## src/rtl/seg_sched_pkg.sv

```systemverilog
// Shared types and constants for the 7-segment time-multiplexing scheduler.
package seg_sched_pkg;

  typedef enum logic [1:0] {
    IDLE  = 2'd0,
    BLANK = 2'd1,
    SHOW  = 2'd2
  } state_e;

  localparam logic [7:0] SEG_BLANK = 8'h00;

  localparam int SEG_A  = 0;
  localparam int SEG_B  = 1;
  localparam int SEG_C  = 2;
  localparam int SEG_D  = 3;
  localparam int SEG_E  = 4;
  localparam int SEG_F  = 5;
  localparam int SEG_G  = 6;
  localparam int SEG_DP = 7;

endpackage

```

## src/rtl/seg_display_sched_rr_picker.sv

```systemverilog
// Round-robin requester search starting just after last_idx and wrapping back to it;
// optionally lets requester 0 win outright.
module rr_picker
  import seg_sched_pkg::*;
#(
  parameter int NREQ  = 4,
  parameter bit PRIO0 = 1'b1,
  parameter int IW    = $clog2(NREQ)
) (
  input  logic [NREQ-1:0] req,
  input  logic [IW-1:0]   last_idx,
  output logic            found,
  output logic [IW-1:0]   idx
);

  int          cand;
  logic [IW-1:0] cand_idx;

  // Walk from the farthest candidate to the nearest so the nearest active one wins.
  always_comb begin
    found    = |req;
    idx      = last_idx;
    cand     = 0;
    cand_idx = '0;
    for (int i = NREQ; i >= 1; i--) begin
      cand = int'(last_idx) + i;
      if (cand >= NREQ) cand = cand - NREQ;
      cand_idx = IW'(cand);
      if (req[cand_idx]) idx = cand_idx;
    end
    if (PRIO0 && req[0]) idx = '0;
  end

endmodule

```

## src/rtl/seg_display_sched.sv

```systemverilog
// Shares one 7-segment drive between NREQ pattern sources: round-robin grants held for a
// tick-based dwell, with forced blanking between owners to avoid ghosting.
//
// state | meaning
// IDLE  | no owner, outputs blank, waiting for en and a request
// BLANK | ownership changing, outputs blank for BLANK_TICKS ticks before next_idx shows
// SHOW  | last_idx owns the display until dwell expires, it drops, or req[0] preempts
module seg_display_sched
  import seg_sched_pkg::*;
#(
  parameter int NREQ        = 4,
  parameter int DWELL_W     = 8,
  parameter int BLANK_TICKS = 2,
  parameter bit PRIO0       = 1'b1
) (
  input  logic                clk,
  input  logic                rst_n,
  input  logic                en,
  input  logic                tick,
  input  logic [NREQ-1:0]     req,
  input  logic [8*NREQ-1:0]   seg_bus,
  input  logic [DWELL_W-1:0]  dwell,
  output logic [7:0]          seg_out,
  output logic [NREQ-1:0]     grant,
  output logic                switch_pulse
);

  localparam int IW = $clog2(NREQ);
  localparam int BW = (BLANK_TICKS < 2) ? 1 : $clog2(BLANK_TICKS + 1);

  state_e             state, state_n;
  logic [IW-1:0]      next_idx, next_idx_n, last_idx, last_idx_n, show_idx, pick_idx;
  logic [BW-1:0]      blank_cnt, blank_n;
  logic [DWELL_W-1:0] dwell_cnt, dwell_n, dwell_ld;
  logic               via_idle, via_idle_n, pulse_n, pick_found, handoff, enter_show;
  logic [7:0]         seg_d;
  logic [NREQ-1:0]    grant_d;

  rr_picker #(.NREQ(NREQ), .PRIO0(PRIO0), .IW(IW)) u_picker (
    .req      (req),
    .last_idx (last_idx),
    .found    (pick_found),
    .idx      (pick_idx)
  );

  assign dwell_ld = (dwell == '0) ? DWELL_W'(1) : dwell;

  always_ff @(posedge clk or negedge rst_n) begin
    if (!rst_n) begin
      state        <= IDLE;
      next_idx     <= '0;
      last_idx     <= IW'(NREQ - 1);
      blank_cnt    <= '0;
      dwell_cnt    <= '0;
      via_idle     <= 1'b1;
      seg_out      <= SEG_BLANK;
      grant        <= '0;
      switch_pulse <= 1'b0;
    end else begin
      state        <= state_n;
      next_idx     <= next_idx_n;
      last_idx     <= last_idx_n;
      blank_cnt    <= blank_n;
      dwell_cnt    <= dwell_n;
      via_idle     <= via_idle_n;
      seg_out      <= seg_d;
      grant        <= grant_d;
      switch_pulse <= pulse_n;
    end
  end

  // handoff: move ownership to pick_idx (through BLANK unless blanking is disabled).
  always_comb begin
    state_n    = state;
    next_idx_n = next_idx;
    last_idx_n = last_idx;
    blank_n    = blank_cnt;
    dwell_n    = dwell_cnt;
    via_idle_n = via_idle;
    pulse_n    = 1'b0;
    handoff    = 1'b0;
    enter_show = 1'b0;
    show_idx   = next_idx;
    if (!en) begin
      state_n    = IDLE;
      via_idle_n = 1'b1;
    end else begin
      case (state)
        IDLE: begin
          via_idle_n = 1'b1;
          handoff    = pick_found;
        end
        BLANK: begin
          if (!req[next_idx]) begin
            if (pick_found) next_idx_n = pick_idx;
            else            state_n    = IDLE;
          end else if (tick) begin
            if (blank_cnt <= BW'(1)) enter_show = 1'b1;
            else                     blank_n    = blank_cnt - BW'(1);
          end
        end
        SHOW: begin
          if (PRIO0 && req[0] && last_idx != '0) begin
            handoff = 1'b1;
          end else if (!req[last_idx]) begin
            if (pick_found) handoff = 1'b1;
            else            state_n = IDLE;
          end else if (tick) begin
            if (dwell_cnt == DWELL_W'(1)) begin
              if (pick_idx != last_idx) handoff = 1'b1;
              else                      dwell_n = dwell_ld;
            end else begin
              dwell_n = dwell_cnt - DWELL_W'(1);
            end
          end
        end
        default: state_n = IDLE;
      endcase
    end
    if (handoff) begin
      next_idx_n = pick_idx;
      if (BLANK_TICKS == 0) begin
        enter_show = 1'b1;
        show_idx   = pick_idx;
      end else begin
        state_n = BLANK;
        blank_n = BW'(BLANK_TICKS);
      end
    end
    if (enter_show) begin
      state_n    = SHOW;
      last_idx_n = show_idx;
      dwell_n    = dwell_ld;
      pulse_n    = (show_idx != last_idx) || via_idle || (state == IDLE);
      via_idle_n = 1'b0;
    end
  end

  // Outputs follow the next state so grant and seg_out line up with the SHOW cycles.
  always_comb begin
    grant_d = '0;
    seg_d   = SEG_BLANK;
    if (state_n == SHOW) begin
      grant_d = NREQ'(1) << last_idx_n;
      for (int i = 0; i < NREQ; i++) begin
        if (last_idx_n == IW'(i)) seg_d = seg_bus[8*i +: 8];
      end
    end
  end

endmodule

```

## config.mk

```make
export PLATFORM = sky130hd
export DESIGN_NAME = seg_display_sched
export DESIGN_NICKNAME = d
export VERILOG_FILES = /design/src/rtl/seg_sched_pkg.sv /design/src/rtl/seg_display_sched_rr_picker.sv /design/src/rtl/seg_display_sched.sv
export SDC_FILE = /design/constraint.sdc
export NUM_CORES = 1
export LEC_CHECK = 0
export BUFFER_PORTS_ARGS = -buffer_cell sky130_fd_sc_hd__buf_2
export CAP_MARGIN = 20
export CORE_ASPECT_RATIO = 2
export CORE_MARGIN = 2
export CORE_UTILIZATION = 48
export CTS_CLUSTER_DIAMETER = 200
export CTS_CLUSTER_SIZE = 14
export DETAILED_ROUTE_END_ITERATION = 12
export PLACE_DENSITY_LB_ADDON = 0.3
export SYNTH_ARGS = -nofsm -noshare
export SYNTH_HDL_FRONTEND = slang
export SYNTH_SLANG_ARGS = --single-unit
```

## constraint.sdc

```tcl
create_clock -name clk -period 3.16 [get_ports clk]
set_clock_uncertainty 0.2 [all_clocks]
set_input_delay 0.632 -clock clk [delete_from_list [all_inputs] [get_ports clk]]
set_output_delay 0.632 -clock clk [all_outputs]
set_load 0.03 [all_outputs]
```

==> results of run 1 <==
-- state kept, by name, indices dropped and copies added (netlist names) --
signal and flops:
dwell_cnt 8, via_idle 1, last_idx 2, blank_cnt 2
grant 4, state 2, switch_pulse 1, seg_out 8
next_idx 2
-- final cells by class --
type,instances,share of cell area
multi-input cells,191,0.4960
flip-flops and latches,30,0.2814
repair buffers,70,0.1400
clock buffers,6,0.03080
well taps,55,0.02566
inverters,14,0.02147
clock inverters,2,0.004666
-- routing by layer --
metal,vias to the layer above,global-route usage,share of wire
li1,1069,-,-
met3,14,0.04425,0.046
met2,77,0.4788,0.57
met4,0,0.1341,0.037
met5,-,0,0
met1,1031,0.2186,0.35
-- stage by stage --
stage | hold slack, ps | total power, mW | instance area (um2) | setup WS, ps | util
finish | 169.9 | 1.619 | 2681 | 301.4 | 0.5887
global route | 229.6 | 1.750 | 2681 | 122.2 | 0.5887
CTS | 197.3 | 1.627 | 2681 | 310.1 | 0.5887
detailed placement | 342.0 | 1.299 | 2586 | 334.8 | 0.5679
global placement | 332.9 | 1.279 | 2586 | 371.0 | 0.5679
floorplan | 136.4 | 1.155 | 2266 | 64.90 | -
-- cell families (layout without fill, tap and decap cells) --
group | count (synthesis) | count (layout) | synth area share
buf+inv | 34 | 92 | 0.08006
simple gates | 89 | 89 | 0.2038
compound gates | 89 | 89 | 0.3087
flops | 30 | 30 | 0.3330
xor+xnor | 3 | 3 | 0.01160
fa+ha+maj | 4 | 4 | 0.02209
mux | 6 | 6 | 0.04086
-- worst min-delay path by stage --
| stage | startpoint | endpoint | slack, ps | depth (start not counted) |
|---|---|---|---|---|
| after floorplan | rst_n | blank_cnt[0] | 140 | 0 |
| after global placement | blank_cnt[1] | blank_cnt[1] | 330 | 2 |
| after detailed placement | blank_cnt[1] | blank_cnt[1] | 340 | 2 |
| after CTS | rst_n | seg_out[6] | 200 | 1 |
| after global routing | rst_n | blank_cnt[1] | 230 | 1 |
| final | rst_n | dwell_cnt[2] | 170 | 1 |
-- Yosys cell counts (2+ instances only) --
master	count	area, um2
sky130_fd_sc_hd__a221o_1	2	20.02
sky130_fd_sc_hd__o21a_1	3	22.52
sky130_fd_sc_hd__nand2b_1	5	31.28
sky130_fd_sc_hd__o21ai_0	10	50.05
sky130_fd_sc_hd__ha_1	4	50.05
sky130_fd_sc_hd__buf_6	2	22.52
sky130_fd_sc_hd__and3b_1	2	17.52
sky130_fd_sc_hd__o311a_1	6	60.06
sky130_fd_sc_hd__a211oi_1	10	75.07
sky130_fd_sc_hd__clkbuf_1	3	11.26
sky130_fd_sc_hd__nand3_1	2	10.01
sky130_fd_sc_hd__a211o_1	3	26.28
sky130_fd_sc_hd__a31oi_1	6	37.54
sky130_fd_sc_hd__o211ai_1	2	15.01
sky130_fd_sc_hd__nand2_1	26	97.59
sky130_fd_sc_hd__xnor2_1	2	17.52
sky130_fd_sc_hd__mux4_2	2	45.04
sky130_fd_sc_hd__a22o_1	2	17.52
sky130_fd_sc_hd__nor2b_1	6	37.54
sky130_fd_sc_hd__buf_2	13	65.06
sky130_fd_sc_hd__a21oi_1	8	40.04
sky130_fd_sc_hd__nor2_1	16	60.06
sky130_fd_sc_hd__a32oi_1	2	17.52
sky130_fd_sc_hd__o31ai_1	3	22.52
sky130_fd_sc_hd__a21boi_0	9	67.56
sky130_fd_sc_hd__inv_1	12	45.04
sky130_fd_sc_hd__or3_1	2	12.51
sky130_fd_sc_hd__and2_1	2	12.51
sky130_fd_sc_hd__nand4_1	3	18.77
sky130_fd_sc_hd__nor3b_1	2	15.01
sky130_fd_sc_hd__nor3_1	11	55.05
sky130_fd_sc_hd__and3_1	6	37.54
sky130_fd_sc_hd__a311oi_1	10	87.58
sky130_fd_sc_hd__dfstp_2	3	78.83
sky130_fd_sc_hd__dfrtp_1	27	675.7
-- worst reg2reg max path, cell delays in order, from the launching register on --
cell	delay [ps]
sky130_fd_sc_hd__dfstp_2	530
sky130_fd_sc_hd__inv_1	70
sky130_fd_sc_hd__ha_1	340
sky130_fd_sc_hd__a21oi_1	320
sky130_fd_sc_hd__a31o_2	220
sky130_fd_sc_hd__o211a_1	150
sky130_fd_sc_hd__o31ai_1	70
sky130_fd_sc_hd__buf_4	180
sky130_fd_sc_hd__or4_1	510
sky130_fd_sc_hd__o311a_1	140
-- power by group through the flow --
stage / Clock (mW) / Combinational [mW] / Sequential [mW]
2_1_floorplan: 0 / 0.634 / 0.521
3_3_place_gp: 0 / 0.730 / 0.549
3_5_place_dp: 0 / 0.748 / 0.551
4_1_cts: 0.332 / 0.750 / 0.545
5_1_grt: 0.348 / 0.845 / 0.556
6_report: 0.322 / 0.751 / 0.547
==> results.toml, run 1 <==
[outcome]
outcome = "complete, no violations"

[global_routing]
antenna_found_initial = 0
grt.overflow.total = 0
via_count_of_the_first_global_routing_pass = 2207
grt_max_degree = 31
grtUsageTotal = 0.2449
grt_first_pass_wirelength_um = 9729

[finish]
proportion_of_layout_cells_with_a_drive_suffix_above_1 = 0.3035
final_common_cell = "sky130_fd_sc_hd__buf_2"
fillers = 425
final_layout_net_count = 364
final_cells = 368
synth_to_layout_area_growth_pct = 18.33
area.sequential_um2 = 754.5
final_cell_mix = "60 x sky130_fd_sc_hd__buf_2, 27 x sky130_fd_sc_hd__dfrtp_1, 26 x sky130_fd_sc_hd__nand2_1"
num_antenna_cells = 0
area_occupied_by_multi_input_gates_um2 = 1330

[worst_setup_path]
worst_path_largest_cell_delay_ps = 530
startpoint_type = "flip-flop"
required_ps = 3130
criticalPathCategory = "flip-flop to flip-flop"
crit_path_end = "dwell_cnt[0]"
ff2ff_setup_slack_ps = 300
crit_path_top_delay_cell = "sky130_fd_sc_hd__dfstp_2"
cp_endpoint_kind = "flip-flop"
timing.rr.start = "last_idx[1]"
worstReg2RegEnd = "dwell_cnt[0]"
crit_buf_inv = 2
worstSetupPathDepth = 9
critPathLaunch = "last_idx[1]"
crit_path_max_fanout = 12
crit_path_cell_trace = "inv_1, ha_1, a21oi_1, a31o_2, o211a_1, o31ai_1, buf_4, or4_1, o311a_1"
crit_path_max_delay_family = "compound AO/OA/AOI/OAI gates"
crit_arrival_ps = 2830
worst_r2r_path_depth = 9

[routing]
drc = 0
first_pass_iters = 4
route.antenna.remaining_nets = 0
detailroute.via_count = 2191
routed_wirelength_um = 5796
drt-wirelength-per-cell_um = 15.75
route.detailed.vias_per_inst = 5.954
drtIter0Drc = 41

[logic_synthesis]
synth.distinct_cells = 63
postSynth.topFlopCell = "sky130_fd_sc_hd__dfrtp_1"
yosys_register_bits = 30
ys.warnings.count = 0
synth_area_um2 = 2266
synth_enable_flop_cells = 0
post_syn_area_per_cell_um2 = 8.886
syn-instance-count = 255
postSynth.asyncResetShare = 1.000
synth-seq-area-share = 0.3330
synth_fp_nets = 307

[floorplanning]
core_area_um2 = 4554
die_y_um = 101.2
initial_cell_density_of_the_core = 0.4975
fp.dieW_um = 52.59
io_pins = 61
cell_rows = 35
die_area_um2 = 5320

[run]
drv_cap = 0

[clocking]
cts_tree = "yes"
cts.path.max_buffers = 2
postCtsSetupRepairBufs = 0
htree_levels = 2
clock-sinks = 30
tritoncts.num_buffers = 5
hold_buffers = 0
cts_repair_resize_count = 0
clk-insertion-delay-late_ps = 290
root_driver = "sky130_fd_sc_hd__clkbuf_8"
worst_setup_hold_path_clk_slew_ps = 60

[timing]
rsz0062_at_grt = "no"
finalWorstPathRequiredPeriod_ps = 2859
max_clock_freq_mhz = 349.8
slew_headroom = 0.5261
period_share = 0.9046
fin_tns_setup_ps = 0
final_max_slew_viol_count = 0
setup_viol = 0
tightest_slew_ps = 703.2
hold_viol = 0

[pwr]
pwr-share-comb = 0.464
switching_share = 0.4022
peak_ir_drop_on_the_vdd_network_uv = 380.2
total_leakage_power_nw = 1.306
switchingPower_uw = 651.3
seq_power_share = 0.338
power.clock.fraction = 0.199
intPower_uw = 968.2
p_per_area_nw_per_um2 = 604.0

[placed_design]
dp_hpwl_um = 4642
dp_cells = 360
io_buffer_count = 60
gp_routability_congestion = 0.8063

[worst_hold_path]
hold_class = "input port to asynchronous set/reset pin"
(Power assumes the default switching activity.)
==> inputs of run 2 (changes only) <==
--- a/config.mk
+++ b/config.mk
@@ -14,6 +14,8 @@
 export CTS_CLUSTER_SIZE = 14
 export DETAILED_ROUTE_END_ITERATION = 12
 export PLACE_DENSITY_LB_ADDON = 0.3
+export RECOVER_POWER = 50
+export SETUP_SLACK_MARGIN = 0.02
 export SYNTH_ARGS = -nofsm -noshare
 export SYNTH_HDL_FRONTEND = slang
 export SYNTH_SLANG_ARGS = --single-unit
==> run 2 against run 1 <==
Effect of this change:
- sequential share of layout area is 0.092 points higher
- non-clock buffer count stayed put
- design area fell by 0.33%
- flip-flop and latch count is the same
- clock-buffer cell count unchanged
- the flow now finishes with violations (capacitance limit, slew limit)
- die area did not move
- highest routed layer unchanged
- global-route usage unchanged
- register-to-register slack hardly changed
- wire length about the same
- worst setup slack barely moved
==> results.toml, run 2 (same netlist as run 1, synthesis figures left out) <==
[clocking]
htree_levels = 2
cts.path.max_buffers = 2
tritoncts.num_buffers = 5
cts_repair_resize_count = 0
worst_setup_hold_path_clk_slew_ps = 60
clk-insertion-delay-late_ps = 290
clock-sinks = 30
postCtsSetupRepairBufs = 0
cts_tree = "yes"
hold_buffers = 0
root_driver = "sky130_fd_sc_hd__clkbuf_8"

[outcome]
failing_checks = "capacitance limit, slew limit"
outcome = "finished, violations left"

[pwr]
peak_ir_drop_on_the_vdd_network_uv = 380.2
total_leakage_power_nw = 1.277
p_per_area_nw_per_um2 = 605.9

[routing]
drt-wirelength-per-cell_um = 15.75
first_pass_iters = 4
route.antenna.remaining_nets = 0
route.detailed.vias_per_inst = 5.959
drtIter0Drc = 41
drc = 0
detailroute.via_count = 2193
routed_wirelength_um = 5797

[finish]
area.sequential_um2 = 754.5
largest_registers = "dwell_cnt: 8 flops, seg_out: 8 flops, grant: 4 flops"
final_common_cell = "sky130_fd_sc_hd__buf_2"
synth_to_layout_area_growth_pct = 17.95
area_occupied_by_multi_input_gates_um2 = 1330
fillers = 422
final_layout_net_count = 364
num_antenna_cells = 0
final_cell_mix = "53 x sky130_fd_sc_hd__buf_2, 27 x sky130_fd_sc_hd__dfrtp_1, 26 x sky130_fd_sc_hd__nand2_1"
proportion_of_layout_cells_with_a_drive_suffix_above_1 = 0.2812

[worst_setup_path]
critPathLaunch = "last_idx[1]"
cp_endpoint_kind = "flip-flop"
criticalPathCategory = "flip-flop to flip-flop"
crit_path_max_fanout = 12
timing.rr.start = "last_idx[1]"
crit_arrival_ps = 2830
startpoint_type = "flip-flop"
required_ps = 3130

[global_routing]
grtUsageTotal = 0.2449
via_count_of_the_first_global_routing_pass = 2207
grt.overflow.total = 0
grt_max_degree = 31
grt_first_pass_wirelength_um = 9729
antenna_found_initial = 0

[timing]
rsz0062_at_grt = "no"
setup_viol = 0
final_max_slew_viol_count = 31
period_share = 0.9046
hold_viol = 0
tightest_slew_ps = 1567
slew_headroom = -0.04442
finalWorstPathRequiredPeriod_ps = 2859
holdWs_ps = 345.2
max_clock_freq_mhz = 349.8
fin_tns_setup_ps = 0

[floorplanning]
die_area_um2 = 5320
die_y_um = 101.2
io_pins = 61
cell_rows = 35
initial_cell_density_of_the_core = 0.4975
core_area_um2 = 4554
fp.dieW_um = 52.59

[placed_design]
gp_routability_congestion = 0.8063
io_buffer_count = 60
dp_hpwl_um = 4642

[worst_hold_path]
hold_path_startpoint = "blank_cnt[1]"
hold_class = "flip-flop to flip-flop"

[run]
drv_cap = 1
[run 2: final cells by class]
type | instances | share of cell area
Multi-Input combinational cell | 191 | 0.4977
Clock buffer | 6 | 0.03090
Tap cell | 55 | 0.02575
Clock inverter | 2 | 0.004682
Sequential cell | 30 | 0.2823
Timing Repair Buffer | 70 | 0.1372
Inverter | 14 | 0.02154
[run 2: where the power goes]
part | switching [mW] | internal, mW
sequential | 0.0840 | 0.463
combinational | 0.420 | 0.330
clock | 0.147 | 0.175
[run 2: routing by layer]
metal,part of all wire,track usage,vias to the layer above
met4,0.037,0.1341,0
met2,0.57,0.4788,77
li1,-,-,1069
met1,0.35,0.2186,1033
met3,0.046,0.04425,14
met5,0,0,-
[run 2: final timing paths]
check                               end  slack (ps)  depth (start not counted)
min reg2reg                blank_cnt[1]         350                          2
min                        blank_cnt[1]         350                          2
max reg2reg                dwell_cnt[0]         300                          9
min in group asynchronous  dwell_cnt[2]         520                          1
max                        dwell_cnt[0]         300                          9
max in group asynchronous   next_idx[0]        1320                          1
[run 2: metrics by stage]
stage / cell area [um2] / worst slack, ps / total power [mW] / util / std cells
2_1_floorplan: 2266 / 64.90 / 1.155 / - / 255
3_3_place_gp: 2586 / 371.0 / 1.279 / 0.5679 / 360
3_5_place_dp: 2586 / 334.8 / 1.299 / 0.5679 / 360
4_1_cts: 2681 / 310.1 / 1.627 / 0.5887 / 368
5_1_grt: 2673 / 122.2 / 1.749 / 0.5868 / 368
6_report: 2673 / 301.4 / 1.619 / 0.5868 / 368
[run 2: worst max-delay path: stages, from the launching register on]
cell and delay [ps]:
sky130_fd_sc_hd__dfstp_2 530, sky130_fd_sc_hd__inv_1 70, sky130_fd_sc_hd__ha_1 340, sky130_fd_sc_hd__a21oi_1 320, sky130_fd_sc_hd__a31o_2 220, sky130_fd_sc_hd__o211a_1 150
sky130_fd_sc_hd__o31ai_1 70, sky130_fd_sc_hd__buf_4 180, sky130_fd_sc_hd__or4_1 510, sky130_fd_sc_hd__o311a_1 140
==> inputs of run 3 (changes only) <==
==> constraint.sdc (replaced) <==
create_clock -name clk -period 3.16 [get_ports clk]
set_clock_uncertainty 0.2 [all_clocks]
set_input_delay 0.158 -clock clk [delete_from_list [all_inputs] [get_ports clk]]
set_output_delay 0.158 -clock clk [all_outputs]
set_load 0.03 [all_outputs]
==> run 3 against run 2 <==
Effect of this change:
- the run still ends with capacitance limit, slew limit left
- first-iteration DRC count is 37% higher
- maximum frequency shrank 0.34%
- register-to-register slack hardly changed
- worst hold slack got worse by 280 ps
- clock power increased by 17%
- die area is the same
- clock-buffer cell count is 1 higher
- critical path type unchanged
- critical endpoint unchanged
- largest cell class unchanged
- largest power group unchanged
==> results.toml, run 3 (same netlist as run 1, synthesis figures left out) <==
[outcome]
outcome = "finished, violations left"
failing_checks = "capacitance limit, slew limit"

[timing]
tightest_slew_ps = 1572
final_max_slew_viol_count = 31
fin_tns_setup_ps = 0
period_share = 0.9077
slew_headroom = -0.04805
setup_viol = 0
rsz0062_at_grt = "no"
finalWorstPathRequiredPeriod_ps = 2868
hold_viol = 0
max_clock_freq_mhz = 348.6

[routing]
drc = 0
detailroute.wirelength.met3_um = 265
routed_wirelength_um = 6368
detailroute.via_count = 2341
m1WireLength_um = 2154
drt-wirelength-per-cell_um = 16.24
highest-signal-layer = "met4"
route.antenna.remaining_nets = 0
drtIter0Drc = 56
first_pass_iters = 5
route.detailed.vias_per_inst = 5.972
met2_wirelength_um = 3754

[worst_setup_path]
startpoint_type = "flip-flop"
crit_arrival_ps = 2830
worst_r2r_path_depth = 9
crit_path_max_delay_family = "compound AO/OA/AOI/OAI gates"
crit_path_top_delay_cell = "sky130_fd_sc_hd__dfstp_2"
cp_endpoint_kind = "flip-flop"
crit_buf_inv = 2
worstSetupPathDepth = 9
crit_path_cell_trace = "inv_1, ha_1, a21oi_1, a31o_2, o211a_1, o31ai_1, buf_4, or4_1, o311a_1"
worst_path_largest_cell_delay_ps = 530
criticalPathCategory = "flip-flop to flip-flop"
required_ps = 3130
crit_path_max_fanout = 12

[pwr]
peak_ir_drop_on_the_vdd_network_uv = 448.8
switchingPower_uw = 653.3
total_leakage_power_nw = 1.350
switching_share = 0.3842
post-layout-total-power_mw = 1.700
pwr-share-comb = 0.456
power.clock.fraction = 0.222
intPower_mw = 1.047
p_per_area_nw_per_um2 = 582.7
seq_power_share = 0.322

[finish]
fillers = 416
final_layout_net_count = 388
proportion_of_layout_cells_with_a_drive_suffix_above_1 = 0.2315
final_common_cell = "sky130_fd_sc_hd__buf_2"
final_cell_mix = "46 x sky130_fd_sc_hd__buf_2, 27 x sky130_fd_sc_hd__dfrtp_1, 26 x sky130_fd_sc_hd__nand2_1"
synth_to_layout_area_growth_pct = 28.77
largest_registers = "dwell_cnt: 8 flops, seg_out: 8 flops, grant: 4 flops"
num_antenna_cells = 0
postLayoutCoreUtil = 0.6407
final_cells = 392

[placed_design]
dp_hpwl_um = 4688
io_buffer_count = 60
gp_routability_congestion = 0.8303
dp_cells = 359

[global_routing]
grt.overflow.total = 0
grtUsageTotal = 0.2634
grt_first_pass_wirelength_um = 10550
antenna_found_initial = 0
via_count_of_the_first_global_routing_pass = 2477
grt_max_degree = 31

[floorplanning]
fp.dieW_um = 52.59
cell_rows = 35
initial_cell_density_of_the_core = 0.4975
core_area_um2 = 4554
die_y_um = 101.2
die_area_um2 = 5320
io_pins = 61

[clocking]
cts_tree = "yes"
clock-sinks = 30
root_driver = "sky130_fd_sc_hd__clkbuf_8"
worst_setup_hold_path_clk_slew_ps = 60
tritoncts.num_buffers = 5
cts.path.max_buffers = 2
htree_levels = 2
clk-insertion-delay-late_ps = 280

[worst_hold_path]
hold_depth = 3
hold_class = "input port to flip-flop"

[run]
drv_cap = 1
==> run 3: area by class of cell <==
| type | count | area (um2) | area share |
|---|---|---|---|
| Timing Repair Buffer | 94 | 600.6 | 0.2058 |
| Clock inverter | 1 | 30.03 | 0.01029 |
| Multi-Input combinational cell | 191 | 1330 | 0.4558 |
| Tap cell | 55 | 68.82 | 0.02358 |
| Inverter | 14 | 57.56 | 0.01973 |
| Sequential cell | 30 | 754.5 | 0.2586 |
| Clock buffer | 7 | 76.32 | 0.02616 |
==> run 3: layer usage <==
layer	GRT usage	up-vias
met5	0	-
li1	-	1120
met4	0.1262	0
met2	0.5308	80
met3	0.05162	18
met1	0.2257	1123
==> run 3: worst paths after layout <==
path,end,slack [ps],from
worst max-delay path,dwell_cnt[0],290,last_idx[1]
worst min-delay path,next_idx[1],60,tick
worst max register to register,dwell_cnt[0],290,last_idx[1]
worst min register to register,blank_cnt[1],350,blank_cnt[1]
max in group asynchronous,state[0],1250,rst_n
min in group asynchronous,dwell_cnt[2],600,rst_n
==> run 3: repair_timing <==
action | in CTS | in global routing
setup buffers | 0 | 0
hold buffers | 25 | 0
gates resized for setup | 0 | 0
endpoints found under the hold margin | 43 | 0
==> run 3: tightest hold or removal path, cell delays in order <==
cell and delay (ps):
sky130_fd_sc_hd__buf_2 150, sky130_fd_sc_hd__nand4_1 80, sky130_fd_sc_hd__o211ai_1 100
==> run 3: power groups by stage <==
stage | clock network (mW) | registers, mW | logic [mW]
finish | 0.377 | 0.548 | 0.776
global route | 0.395 | 0.560 | 0.860
CTS | 0.385 | 0.546 | 0.773
detailed placement | 0 | 0.553 | 0.747
global placement | 0 | 0.550 | 0.729
floorplan | 0 | 0.521 | 0.634
==> run 3: through the flow <==
stage,hold slack [ps],worst slack [ps],instance area [um2]
2_1_floorplan,-337.6,64.90,2266
3_3_place_gp,28.44,407.6,2579
3_5_place_dp,33.90,339.9,2579
4_1_cts,52.32,321.2,2935
5_1_grt,97.66,58.50,2918
6_report,64.41,291.7,2918
